### src/rtl/fixed_to_float_seq_if.sv
// fixed_to_float_seq_if: level enable/done request bus for the fixed->float converter
interface fixed_to_float_seq_if #(parameter int IN_WIDTH = 22);
  logic                enable;
  logic [IN_WIDTH-1:0] data;
  logic [31:0]         result;
  logic                done;
  modport master (output enable, data, input result, done);
  modport slave (input enable, data, output result, done);
endinterface

### src/rtl/fixed_to_float_seq.sv
// fixed_to_float_seq: sequential signed fixed-point to IEEE-754 single converter
module fixed_to_float_seq #(
  parameter int IN_WIDTH  = 22,
  parameter int FRAC_BITS = 20
) (
  input logic              clk,
  input logic              reset_n,
  fixed_to_float_seq_if.slave bus
);
  localparam int CW = $clog2(IN_WIDTH);
  localparam int EB = 127 + IN_WIDTH - 1 - FRAC_BITS;
  typedef enum logic [1:0] {IDLE, NORM, PACK, HOLD} state_t;
  state_t              state, state_n;
  logic                sign, sign_n, zero, zero_n, done, done_n;
  logic [IN_WIDTH-1:0] mag, mag_n;
  logic [CW-1:0]       cnt, cnt_n;
  logic [31:0]         result, result_n;
  logic [7:0]          exp_v;
  logic [22:0]         man;
  // Normalisation shifts the leading one into the MSB, which becomes the hidden bit
  assign exp_v = 8'(EB) - 8'(cnt);
  assign man   = 23'(mag[IN_WIDTH-2:0]) << (24 - IN_WIDTH);
  always_comb begin
    state_n  = state;
    sign_n   = sign;
    zero_n   = zero;
    mag_n    = mag;
    cnt_n    = cnt;
    result_n = result;
    done_n   = done;
    case (state)
      IDLE: if (bus.enable) begin
        sign_n  = bus.data[IN_WIDTH-1];
        mag_n   = bus.data[IN_WIDTH-1] ? -bus.data : bus.data;
        zero_n  = bus.data == '0;
        cnt_n   = '0;
        state_n = NORM;
      end
      NORM: begin
        if (!bus.enable) state_n = IDLE;
        else if (zero || mag[IN_WIDTH-1]) state_n = PACK;
        else begin
          mag_n = mag << 1;
          cnt_n = cnt + CW'(1);
        end
      end
      PACK: begin
        if (!bus.enable) state_n = IDLE;
        else begin
          result_n = zero ? 32'h0 : {sign, exp_v, man};
          done_n   = 1'b1;
          state_n  = HOLD;
        end
      end
      default: if (!bus.enable) begin
        done_n  = 1'b0;
        state_n = IDLE;
      end
    endcase
  end
  always_ff @(posedge clk or negedge reset_n) begin
    if (!reset_n) begin
      state  <= IDLE;
      sign   <= 1'b0;
      zero   <= 1'b0;
      mag    <= '0;
      cnt    <= '0;
      result <= 32'h0;
      done   <= 1'b0;
    end else begin
      state  <= state_n;
      sign   <= sign_n;
      zero   <= zero_n;
      mag    <= mag_n;
      cnt    <= cnt_n;
      result <= result_n;
      done   <= done_n;
    end
  end
  assign bus.result = result;
  assign bus.done   = done;
endmodule
### src/flat_wrapper.sv
// flat-port wrapper written by rule: the top's interface ports become plain ports
module fixed_to_float_seq_flat 
#(
  parameter int IN_WIDTH  = 22,
  parameter int FRAC_BITS = 20
)
  (clk, reset_n, bus_enable, bus_data, bus_result, bus_done);
  fixed_to_float_seq_if #(.IN_WIDTH(IN_WIDTH)) bus_i ();
  input logic clk;
  input logic reset_n;
  input wire logic [$bits(bus_i.enable)-1:0] bus_enable;
  input wire logic [$bits(bus_i.data)-1:0] bus_data;
  output wire logic [$bits(bus_i.result)-1:0] bus_result;
  output wire logic [$bits(bus_i.done)-1:0] bus_done;
  assign bus_i.enable = bus_enable;
  assign bus_i.data = bus_data;
  assign bus_result = bus_i.result;
  assign bus_done = bus_i.done;
  fixed_to_float_seq #(.IN_WIDTH(IN_WIDTH), .FRAC_BITS(FRAC_BITS)) u_core (.clk(clk), .reset_n(reset_n), .bus(bus_i));
endmodule
### config.mk
export PLATFORM = sky130hd
export DESIGN_NAME = fixed_to_float_seq_flat
export DESIGN_NICKNAME = d
export VERILOG_FILES = /design/src/rtl/fixed_to_float_seq_if.sv /design/src/rtl/fixed_to_float_seq.sv /design/src/flat_wrapper.sv
export SDC_FILE = /design/constraint.sdc
export NUM_CORES = 1
export LEC_CHECK = 0
export BUFFER_PORTS_ARGS = -buffer_cell sky130_fd_sc_hd__buf_2
export CAP_MARGIN = 25
export CORE_MARGIN = 1.5
export CORE_UTILIZATION = 34
export CTS_CLUSTER_DIAMETER = 60
export DETAILED_ROUTE_END_ITERATION = 10
export GPL_TIMING_DRIVEN = 0
export PLACE_DENSITY = 0.57
export SYNTH_ARGS = -nofsm -noshare
export SYNTH_HDL_FRONTEND = slang
export SYNTH_SLANG_ARGS = --single-unit
### constraint.sdc
create_clock -name clk -period 1.75 [get_ports clk]
set_input_delay 0.175 -clock clk [delete_from_list [all_inputs] [get_ports clk]]
set_output_delay 0.175 -clock clk [all_outputs]
set_load 0.1 [all_outputs]
# Word-level counts from Yosys, hierarchy flattened
# Cells that the tools add are included.
# word_totals
ff_bits	64
inputBits	25
wordCells	49
# op_classes
add_sub_neg	3
n_eq_ne	9
muxes	19
n_bitwise	1
reduce_logical	10
# ops
op	n
two-way mux 22 bit	4
case mux 22 bit (2 select lines)	1
two-way mux 32 bit	1
logical NOT 22 bit	1
negator 22 bit	1
two-way mux 5 bit	3
two-way mux 2 bit	5
case mux 5 bit (2 select lines)	1
!= test 2 bit (second input constant)	4
subtractor 8 x 5 -> 8 bit (first input constant)	1
case mux 2 bit (3 select lines)	1
AND reduction 3 bit	2
adder 5 x 1 -> 5 bit (second input constant)	1
!= test 4 x 1 -> 1 bit (second input constant)	1
AND reduction 2 bit	2
AND reduction 4 bit	1
!= test 3 x 2 -> 1 bit (second input constant)	1
equality test 2 x 1 -> 1 bit (second input constant)	1
equality test 2 bit (second input constant)	1
logical NOT 2 bit	1
two-way mux 1 bit	2
!= test 2 x 1 -> 1 bit (second input constant)	1
case mux 1 bit (2 select lines)	1
nonzero test 2 bit	1
other kinds (3)	3

# Logic depth before layout (Yosys ltp)
# Gate-level depths: netlist of run 1.
# logic_depth
word_depth	4
depth_mapped	9
ltp_nobuf	7

# Least setup slack after synthesis of run 1
# No wires, ideal clock.
# synth_path
kind	reg-to-reg
start	register u_core.state[1]
end	register u_core.mag[12]
arrival_ps	1659
required_ps	1611
slack_ps	-48
path_stages_with_launch	9
n_path_buf	3
cell_sequence	dfrtp_1 -> inv_1 -> ha_1 -> buf_2 -> nor3b_1 -> o21ai_1 -> buf_2 -> buf_2 -> o221ai_1
# synth_between
elab_chain_len	3
# synth_rtl
element	line	source
from (decl)	fixed_to_float_seq.sv:13	state_t state, state_n;
from (signal assigned)	fixed_to_float_seq.sv:71	state <= state_n;
equality test 2 x 1 -> 1 bit / logical NOT 2 bit (equally long branches)	fixed_to_float_seq.sv:31	case (state)
!= test 2 bit (no line) / nonzero test 2 bit (equally long branches)	n/a	
AND reduction 4 bit (no line)	n/a	
to (signal assigned)	fixed_to_float_seq.sv:74	mag <= mag_n;
to (decl)	fixed_to_float_seq.sv:15	logic [IN_WIDTH-1:0] mag, mag_n;
# Parallel ways exist; a longest one is shown, timed or not.
# A chain may end at the register's enable or synchronous reset.

# Final worst setup path of run 1
# layout_path
start	register u_core.state[0]
end	register u_core.cnt[3]
# layout_between
elab_chain_len	3
# layout_rtl
element	line	source
equality test 2 x 1 -> 1 bit / logical NOT 2 bit (equally long branches)	fixed_to_float_seq.sv:31	
!= test 2 bit (no line) / nonzero test 2 bit (equally long branches)	n/a	
AND reduction 4 bit (no line)	n/a	
to (signal assigned)	fixed_to_float_seq.sv:75	cnt <= cnt_n;
to (decl)	fixed_to_float_seq.sv:16	logic [CW-1:0] cnt, cnt_n;
# Parallel ways exist; a longest one is shown, timed or not.

==> impl_results.md, run 1 <==
* Status: completed
* DR pass1 iterations at 4
* Layout cells sized above 1 at 0.277
* Seq cells post-synth at 62
* IO Port Bufs at 54
* Post-synthesis sequential area ratio at 0.487
* Mapped cell area at 3190 sq um
* Vias in the first global route at 2579
* Total die area at 9960 sq um
* Nets at 415
* Post-route ant nets at 0
* Crit path max-delay cell type: dfrtp_2
* Die X at 99.8 um
* CP peak stage delay at 0.43 ns
* Synth Area per Inst at 10.2 sq um
* Cells along the critical path: inv_4 -> ha_4 -> nor2b_1 -> o21ai_2 -> buf_6 -> nor3_1 -> a21o_1 -> a22o_1
* Slew HR at 0.476
* CTS root buffer: clkbuf_8
* Sum Neg Setup Slack at 0 ns
* Final setup margin at 0.0788 ns
* First-pass GRT wire length at 13.2 mm
* Final Hold Vio Count at 0
* Placed insts at 479
* Crit path DAT at 1.90 ns
* # H-tree levels at 3
* EDFF count, synth at 0
* Post-synth ARST share at 1.00
* Initial antenna violation count at 1
* Setup Viol. Count Final at 0
* CTS tree: done
* I/O Pins at 58
* Netlist cell types at 48
* Peak Freq at 598 MHz
* Dpl ws at -0.483 ns
* Clk slew on worst S/H paths at 0.07 ns
* Vias per Instance at 5.30
* Ys Warns at 0
* CP Capture Type: register
* Row cnt at 35
* Tcrit/Tclk final at 0.955
* Starting DRT DRC Count at 113
* Post-DP HPWL at 5.58 mm
* Total GRT Usage at 0.170
* Insertion delay of the later-clocked pin in the worst-skew pair at 0.33 ns
* Final cell count without fillers at 498
* CP Launch Type: register
* Synthesis-to-finish area growth at 23.8%
* Clock Sinks at 62
* Crit-path max FO at 6
* Initial core utilization at 0.348
* Crit Path Category: reg -> reg
* Core area at 9150 sq um
* Residual DRC at 0
* Final critical-path required period at 1.67 ns
* Min-Delay Path Class: in -> reg
* Routability cong. at 0.822
* DR WL/cell at 15.6 um
* Vias at 2641
* Synth Flop Type: dfrtp_1
* Crit path required time at 1.98 ns
* Largest net degree at the start of global routing at 63
* Clk buf depth at 2
* Total of max-cap violations at 0
* DIE HEIGHT at 99.8 um
* Max-slew violations at 0
* Synth Instances at 313
* Slew @ Worst Pin at 0.786 ns
* Worst Skew at 0.00635 ns
* Drt total wl at 7.77 mm
* Grt total ovfl at 0
* CTS Buf Count at 9
-- metal layers --
metal	share of wire	vias to the layer above	wire, um	track usage
met5	0	-	0	0
met4	0.024	0	187	0.0769
met3	0.041	16	319	0.0355
met2	0.48	71	3700	0.267
met1	0.46	1277	3550	0.225
li1	-	1277	-	-
-- worst max-delay path: cells and delay by family (launching register included) --
| family | cells | cell delay [ns] |
|---|---|---|
| compound gates | 3 | 0.54 |
| simple gates | 2 | 0.19 |
| flops | 1 | 0.43 |
| buf+inv | 2 | 0.21 |
| fa+ha+maj | 1 | 0.18 |
-- final cells by class --
type / instances / area (sq um)
Fill cell: 900 / 5210
Multi-Input combinational cell: 220 / 1560
Sequential cell: 62 / 1550
Timing Repair Buffer: 59 / 317
Buffer: 20 / 176
Tap cell: 111 / 139
Clock buffer: 10 / 128
Inverter: 10 / 42.5
Clock inverter: 5 / 27.5
Antenna cell: 1 / 2.50
-- Yosys cell counts, types with 2 or more instances --
library cell	instances	share of area
a21oi_1	8	0.013
a22o_1	25	0.069
buf_2	4	0.0063
buf_4	3	0.0071
buf_6	3	0.011
clkbuf_1	10	0.012
dfrtp_1	62	0.49
ha_1	8	0.031
inv_1	10	0.012
mux2i_1	5	0.016
nand2_1	46	0.054
nand2b_1	5	0.0098
nand3_1	4	0.0063
nand3b_1	2	0.0047
nand4_1	3	0.0059
nor2_1	10	0.012
nor2b_1	2	0.0039
nor3_1	7	0.011
nor3b_1	3	0.0071
nor4_1	3	0.0059
o21ai_0	23	0.036
o21ai_1	2	0.0031
o221ai_1	13	0.036
o2bb2ai_1	3	0.0082
o31ai_1	6	0.014
o41ai_1	2	0.0055
or2_2	2	0.0039
or3_1	2	0.0039
xnor2_1	7	0.019
xor2_1	12	0.033
-- state kept, by name (all words and copies together) (netlist names) --
name and flops:
u_core.bus.done 1, u_core.state 2, u_core.zero 1, u_core.sign 1, u_core.cnt 5, u_core.bus.result 30
u_core.mag 22
-- cells in the final DEF, fill, tap and decap left out, types with 4 or more instances in the layout --
cell type  Yosys  final
dfrtp_1       62     60
buf_2          4     53
nand2_1       46     46
a22o_1        25     25
o21ai_0       23     23
xor2_1        12     12
o221ai_1      13     12
clkbuf_8       0     11
buf_4          3     10
nor2_1        10      9
inv_1         10      8
buf_6          3      8
nor3_1         7      7
xnor2_1        7      7
a21oi_1        8      7
o31ai_1        6      6
nand2b_1       5      5
mux2i_1        5      5
clkbuf_1      10      4
nand3_1        4      4
ha_1           8      4
ha_4           0      4
clkinv_2       0      4
-- cells by family after synthesis --
family | count (synthesis) | synth area share
mux | 6 | 0.0192
flops | 62 | 0.487
fa+ha+maj | 8 | 0.0314
compound gates | 90 | 0.211
xor+xnor | 19 | 0.0522
other cells | 1 | 0.00118
buf+inv | 32 | 0.0514
simple gates | 95 | 0.147
-- repair_timing --
item	4_1_cts	5_1_grt
setup endpoints to repair	57	53
hold buffers	1	0
setup buffers	4	0
endpoints found under the hold margin	62	0
pin swaps	1	3
resized for setup	30	19
-- metrics by stage --
step / hold slack (ns) / instance area [sq um] / util
2_1_floorplan: -0.121 / 3200 / -
3_3_place_gp: 0.473 / 3610 / 0.394
3_5_place_dp: 0.315 / 3610 / 0.394
4_1_cts: 0.138 / 3890 / 0.425
5_1_grt: 0.151 / 3950 / 0.431
6_report: 0.152 / 3950 / 0.431
-- worst paths after layout --
kind	from	end	slack [ns]	cells past startpoint
worst max-delay path	u_core.state[0]$_DFFE_PN0P_	u_core.cnt[3]$_DFFE_PN0P_	0.08	8
worst min-delay path	bus_data[20]	u_core.zero$_DFFE_PN0P_	0.15	3
worst max register to register	u_core.state[0]$_DFFE_PN0P_	u_core.cnt[3]$_DFFE_PN0P_	0.08	8
worst min register to register	u_core.sign$_DFFE_PN0P_	u_core.sign$_DFFE_PN0P_	0.49	2
max in group asynchronous	reset_n	u_core.state[0]$_DFFE_PN0P_	0.72	2
min in group asynchronous	reset_n	u_core.bus.result[4]$_DFFE_PN0P_	0.45	2
Power of run 1 is left out: the tool's default activity adds up to more than one toggle a clock period on the data nets, which glitch-free logic cannot reach.
==> run 2: changes to the inputs <==
--- a/config.mk
+++ b/config.mk
@@ -12,7 +12,7 @@
 export CTS_CLUSTER_DIAMETER = 60
 export DETAILED_ROUTE_END_ITERATION = 10
 export GPL_TIMING_DRIVEN = 0
-export PLACE_DENSITY = 0.57
+export PLACE_DENSITY_LB_ADDON = 0.05
 export SYNTH_ARGS = -nofsm -noshare
 export SYNTH_HDL_FRONTEND = slang
 export SYNTH_SLANG_ARGS = --single-unit
==> impl_results.md, run 2 (synthesis results as in run 1) <==
* Status: completed
* Vias per Instance at 5.27
* Drt total wl at 8.19 mm
* Min-Delay Path Class: in -> reg
* FILL cells at 916
* Reg2Reg Setup Slack at 0.04 ns
* Clk slew on worst S/H paths at 0.07 ns
* CTS tree: done
* Initial core utilization at 0.348
* Routed met2 length at 3.67 mm
* Post-route ant nets at 0
* R2R cell count at 7
* Highest metal used: met4
* Slew @ Worst Pin at 0.811 ns
* IO Port Bufs at 54
* Starting DRT DRC Count at 90
* Layout cells sized above 1 at 0.275
* Residual DRC at 0
* Vias at 2636
* Area of the multi-input gates at 1550 sq um
* Peak Freq at 585 MHz
* I/O Pins at 58
* Hold path startpoint: bus_data[0]
* Routability cong. at 0.783
* Most frequent cells in the layout: 61 x dfrtp_1, 53 x buf_2, 46 x nand2_1, 25 x a22o_1, 23 x o21ai_0
* DR WL/cell at 16.4 um
* DR pass1 iterations at 4
* Crit path max-delay cell type: dfrtp_2
* Buf/Inv on CP at 4
* Reg2reg start: u_core.state[0]$_DFFE_PN0P_
* Initial antenna violation count at 0
* CP peak stage delay at 0.46 ns
* Clk buf depth at 2
* Final cell count without fillers at 500
* Final critical-path required period at 1.71 ns
* Storage cell area at 1550 sq um
* Final Hold Vio Count at 0
* Hold EP: u_core.mag[0]$_DFFE_PN0P_
* Setup Viol. Count Final at 0
* CTS Buf Count at 9
* Commonest non-fill, non-tap cell in the layout: dfrtp_1
* M1 wire length at 4.16 mm
* Placed insts at 479
* CP delay by family, top: buffers and inverters
* CTS root buffer: clkbuf_8
* First-pass GRT wire length at 13.3 mm
* Hold Path Stages at 3
* CP Capture Type: register
* Largest regs: u_core.bus.result (30), u_core.mag (22), u_core.cnt (5)
* Antenna Diode Count at 0
* WL met3 at 255 um
* Total GRT Usage at 0.173
* Cells along the critical path: inv_2 -> ha_2 -> ha_4 -> inv_1 -> clkbuf_8 -> buf_4 -> a22o_1
* Clock Sinks at 62
* # H-tree levels at 3
* Largest register by flop count: u_core.bus.result
* Vias in the first global route at 2539
* Crit path DAT at 1.93 ns
* Sum Neg Setup Slack at 0 ns
* Worst Skew at 0.0107 ns
* Max FFs per register at 30
* Core area at 9150 sq um
* Post-DP HPWL at 5.81 mm
* Grt total ovfl at 0
* Synthesis-to-finish area growth at 25.4%
* Max-slew violations at 0
* DIE HEIGHT at 99.8 um
* R2R Path End: u_core.bus.result[22]$_DFFE_PN0P_
* Crit Path Category: reg -> reg
* Row cnt at 35
* Total of max-cap violations at 0
* Tcrit/Tclk final at 0.977
* CP Launch Type: register
* RSZ-0062 raised after global routing: yes
* Nets at 418
* Die X at 99.8 um
* Total die area at 9960 sq um
* Slew HR at 0.459
* Crit-path max FO at 10
* Insertion delay of the later-clocked pin in the worst-skew pair at 0.34 ns
* Crit path required time at 1.97 ns
* Largest net degree at the start of global routing at 63
## run 2: cell count changes in the layout (fill, tap and decap cells not counted), sizes merged
cell / previous run / this run
buf: 71 / 73
bufinv: 0 / 2
clkbuf: 16 / 19
clkinv: 4 / 1
diode: 1 / 0
dlygate4sd1: 1 / 0
## run 2: metrics by stage
step	hold WS, ns	util	instance area (sq um)	worst slack [ns]
after global routing	0.137	0.437	4000	-0.0454
after CTS	0.127	0.430	3940	-0.0247
after global placement	0.469	0.394	3610	-0.532
after detailed placement	0.331	0.394	3610	-0.589
final	0.137	0.437	4000	0.0410
after floorplan	-0.121	-	3200	0.00198
## run 2: how the worst max path moves through the flow
stage               cells after the start                   startpoint  slack, ns                                end
finish                                  7  u_core.state[0]$_DFFE_PN0P_       0.04  u_core.bus.result[22]$_DFFE_PN0P_
global route                            8  u_core.state[1]$_DFFE_PN0P_      -0.05        u_core.state[1]$_DFFE_PN0P_
CTS                                     8  u_core.state[0]$_DFFE_PN0P_      -0.02          u_core.cnt[3]$_DFFE_PN0P_
detailed placement                      7  u_core.state[0]$_DFFE_PN0P_      -0.59  u_core.bus.result[20]$_DFFE_PN0P_
global placement                        7  u_core.state[0]$_DFFE_PN0P_      -0.53   u_core.bus.result[9]$_DFFE_PN0P_
floorplan                               7  u_core.state[0]$_DFFE_PN0P_      0.002  u_core.bus.result[18]$_DFFE_PN0P_
## run 2: metal layers
layer	track usage	up-vias
met4	0.0553	0
met1	0.249	1284
met3	0.0355	11
met2	0.261	52
li1	-	1289
met5	0	-
## run 2: final cells by class
type / instances / share of cell area
plain buffers: 20 / 0.0416
multi-input cells: 220 / 0.387
repair buffers: 62 / 0.0880
clock buffers: 11 / 0.0329
clock inverters: 4 / 0.0182
inverters: 10 / 0.00939
flip-flops and latches: 62 / 0.389
well taps: 111 / 0.0348
## run 2: what timing repair did
item | 4_1_cts | 5_1_grt
hold buffers | 1 | 0
resized for setup | 27 | 12
pin swaps | 1 | 3
setup buffers | 4 | 3
endpoints found under the hold margin | 62 | 0
setup endpoints to repair | 57 | 53
## run 2: worst reg2reg max path: cells and delay by family, from the launching register on
family | cells | cell delay, ns
flops | 1 | 0.46
fa+ha+maj | 2 | 0.37
buf+inv | 4 | 0.55
compound gates | 1 | 0.21
Power of run 2 is left out for the same reason.
==> run 3: changes to the inputs <==
--- a/config.mk
+++ b/config.mk
@@ -12,7 +12,7 @@
 export CTS_CLUSTER_DIAMETER = 60
 export DETAILED_ROUTE_END_ITERATION = 10
 export GPL_TIMING_DRIVEN = 0
-export PLACE_DENSITY_LB_ADDON = 0.05
+export PLACE_DENSITY = 0.64
 export SYNTH_ARGS = -nofsm -noshare
 export SYNTH_HDL_FRONTEND = slang
 export SYNTH_SLANG_ARGS = --single-unit
==> impl_results.md, run 3 (synthesis results as in run 1) <==
* Most frequent cells in the layout: 62 x dfrtp_1, 54 x buf_2, 45 x nand2_1, 25 x a22o_1, 22 x o21ai_0
* Final critical-path required period at 1.74 ns
* Min-Delay Path Class: in -> reg
* Final instance area at 4040 sq um
* CTS tree: done
* DIE HEIGHT at 99.8 um
* Largest register by flop count: u_core.bus.result
* Placed insts at 480
* Largest regs: u_core.bus.result (30), u_core.mag (22), u_core.cnt (5)
* Slew HR at 0.631
* Final cell count without fillers at 506
* CTS Buf Count at 9
* Hold Path Stages at 3
* IO Port Bufs at 54
* Vias in the first global route at 2615
* Crit path max-delay cell type: dfrtp_1
* Crit. Startpoint: u_core.state[1]$_DFFE_PN0P_
* Status: completed
* Residual DRC at 0
* Commonest non-fill, non-tap cell in the layout: dfrtp_1
* Peak Freq at 574 MHz
* DR WL/cell at 15.6 um
* I/O Pins at 58
* Post-DP HPWL at 5.76 mm
* Core area at 9150 sq um
* DR pass1 iterations at 4
* Total of max-cap violations at 0
* Vias per Instance at 5.30
* Initial antenna violation count at 0
* Synthesis-to-finish area growth at 26.7%
* Worst Skew at 0.00940 ns
* Final Hold Vio Count at 0
* Clock Sinks at 62
* Reg2reg start: u_core.state[1]$_DFFE_PN0P_
* Routability cong. at 0.812
* First-pass GRT wire length at 12.7 mm
* Crit path required time at 1.97 ns
* Crit path depth at 9
* Vias at 2681
* RSZ-0062 raised after global routing: yes
* CP delay by family, top: compound AO/OA/AOI/OAI gates
* Crit-path max FO at 6
* CP Capture Type: register
* Dpl ws at -0.508 ns
* Clk buf depth at 2
* Die X at 99.8 um
* Starting DRT DRC Count at 166
* Cells along the critical path: inv_2 -> ha_4 -> buf_6 -> nor3b_4 -> o21ai_2 -> buf_6 -> nor3_1 -> a21o_1 -> a22o_1
* Slew @ Worst Pin at 0.554 ns
* CP peak stage delay at 0.39 ns
* Final setup margin at 0.00680 ns
* Insertion delay of the later-clocked pin in the worst-skew pair at 0.34 ns
* Hold path startpoint: bus_data[0]
* CTS root buffer: clkbuf_8
* Layout cells sized above 1 at 0.299
* Nets at 423
* Antenna Diode Count at 0
* Crit path DAT at 1.97 ns
* Row cnt at 35
* Crit Path Category: reg -> reg
* Clk slew on worst S/H paths at 0.07 ns
* Setup Viol. Count Final at 0
* DP Area at 3630 sq um
* Tcrit/Tclk final at 0.996
* Initial core utilization at 0.348
* Max-slew violations at 0
* R2R cell count at 9
* Post-route ant nets at 0
* Reg2Reg Setup Slack at 0.007 ns
* Largest net degree at the start of global routing at 40
* Drt total wl at 7.91 mm
* Final Util at 0.441
* Buf/Inv on CP at 3
* Max FFs per register at 30
* Total die area at 9960 sq um
* Grt total ovfl at 0
* Hold EP: u_core.mag[0]$_DFFE_PN0P_
* R2R Path End: u_core.cnt[3]$_DFFE_PN0P_
* Total GRT Usage at 0.163
* CP Launch Type: register
* # H-tree levels at 3
* Critical Path Most Common Cell: buf_6
==> run 3: cell count changes in the layout (fill, tap and decap cells not counted), moves of 2 or more <==
cell / delta
buf_4: +5
o221ai_1: -3
o221ai_2: +3
clkbuf_1: -2
clkinv_2: +2
==> run 3: layer usage <==
layer  vias up  track usage  share of wire
met5         -            0              0
met4         0       0.0780          0.028
met3        15       0.0334          0.045
met2        79        0.265           0.49
met1      1299        0.208           0.44
li1       1288            -              -
==> run 3: final cells by class <==
cell class / count / area (sq um)
plain buffers: 21 / 170
clock buffers: 12 / 155
clock inverters: 4 / 45.0
fillers: 868 / 5120
inverters: 10 / 37.5
multi-input cells: 220 / 1560
flip-flops and latches: 62 / 1550
well taps: 111 / 139
repair buffers: 66 / 379
==> run 3: how the worst max path moves through the flow <==
stage / to
6_report: u_core.cnt[3]$_DFFE_PN0P_
3_3_place_gp: u_core.bus.result[11]$_DFFE_PN0P_
4_1_cts: u_core.mag[5]$_DFFE_PN0P_
2_1_floorplan: u_core.bus.result[18]$_DFFE_PN0P_
5_1_grt: u_core.cnt[3]$_DFFE_PN0P_
3_5_place_dp: u_core.bus.result[13]$_DFFE_PN0P_
==> run 3: what timing repair did <==
| item | in CTS | in global routing |
|---|---|---|
| endpoints found under the setup margin | 56 | 51 |
| pin swaps | 1 | 2 |
| hold buffers | 1 | 0 |
| hold endpoints to repair | 23 | 0 |
| resized for setup | 25 | 22 |
| buffers inserted | 5 | 5 |
==> run 3: worst min-delay path: stages <==
cell	delay, ns
buf_2	0.11
inv_1	0.08
o31ai_1	0.08
==> run 3: metrics by stage <==
| step | setup TNS [ns] | hold slack, ns |
|---|---|---|
| finish | 0 | 0.155 |
| global route | -0.666 | 0.152 |
| CTS | 0 | 0.134 |
| detailed placement | -15.48 | 0.209 |
| global placement | -14.12 | 0.466 |
| floorplan | 0 | -0.121 |
Power of run 3 is left out for the same reason.
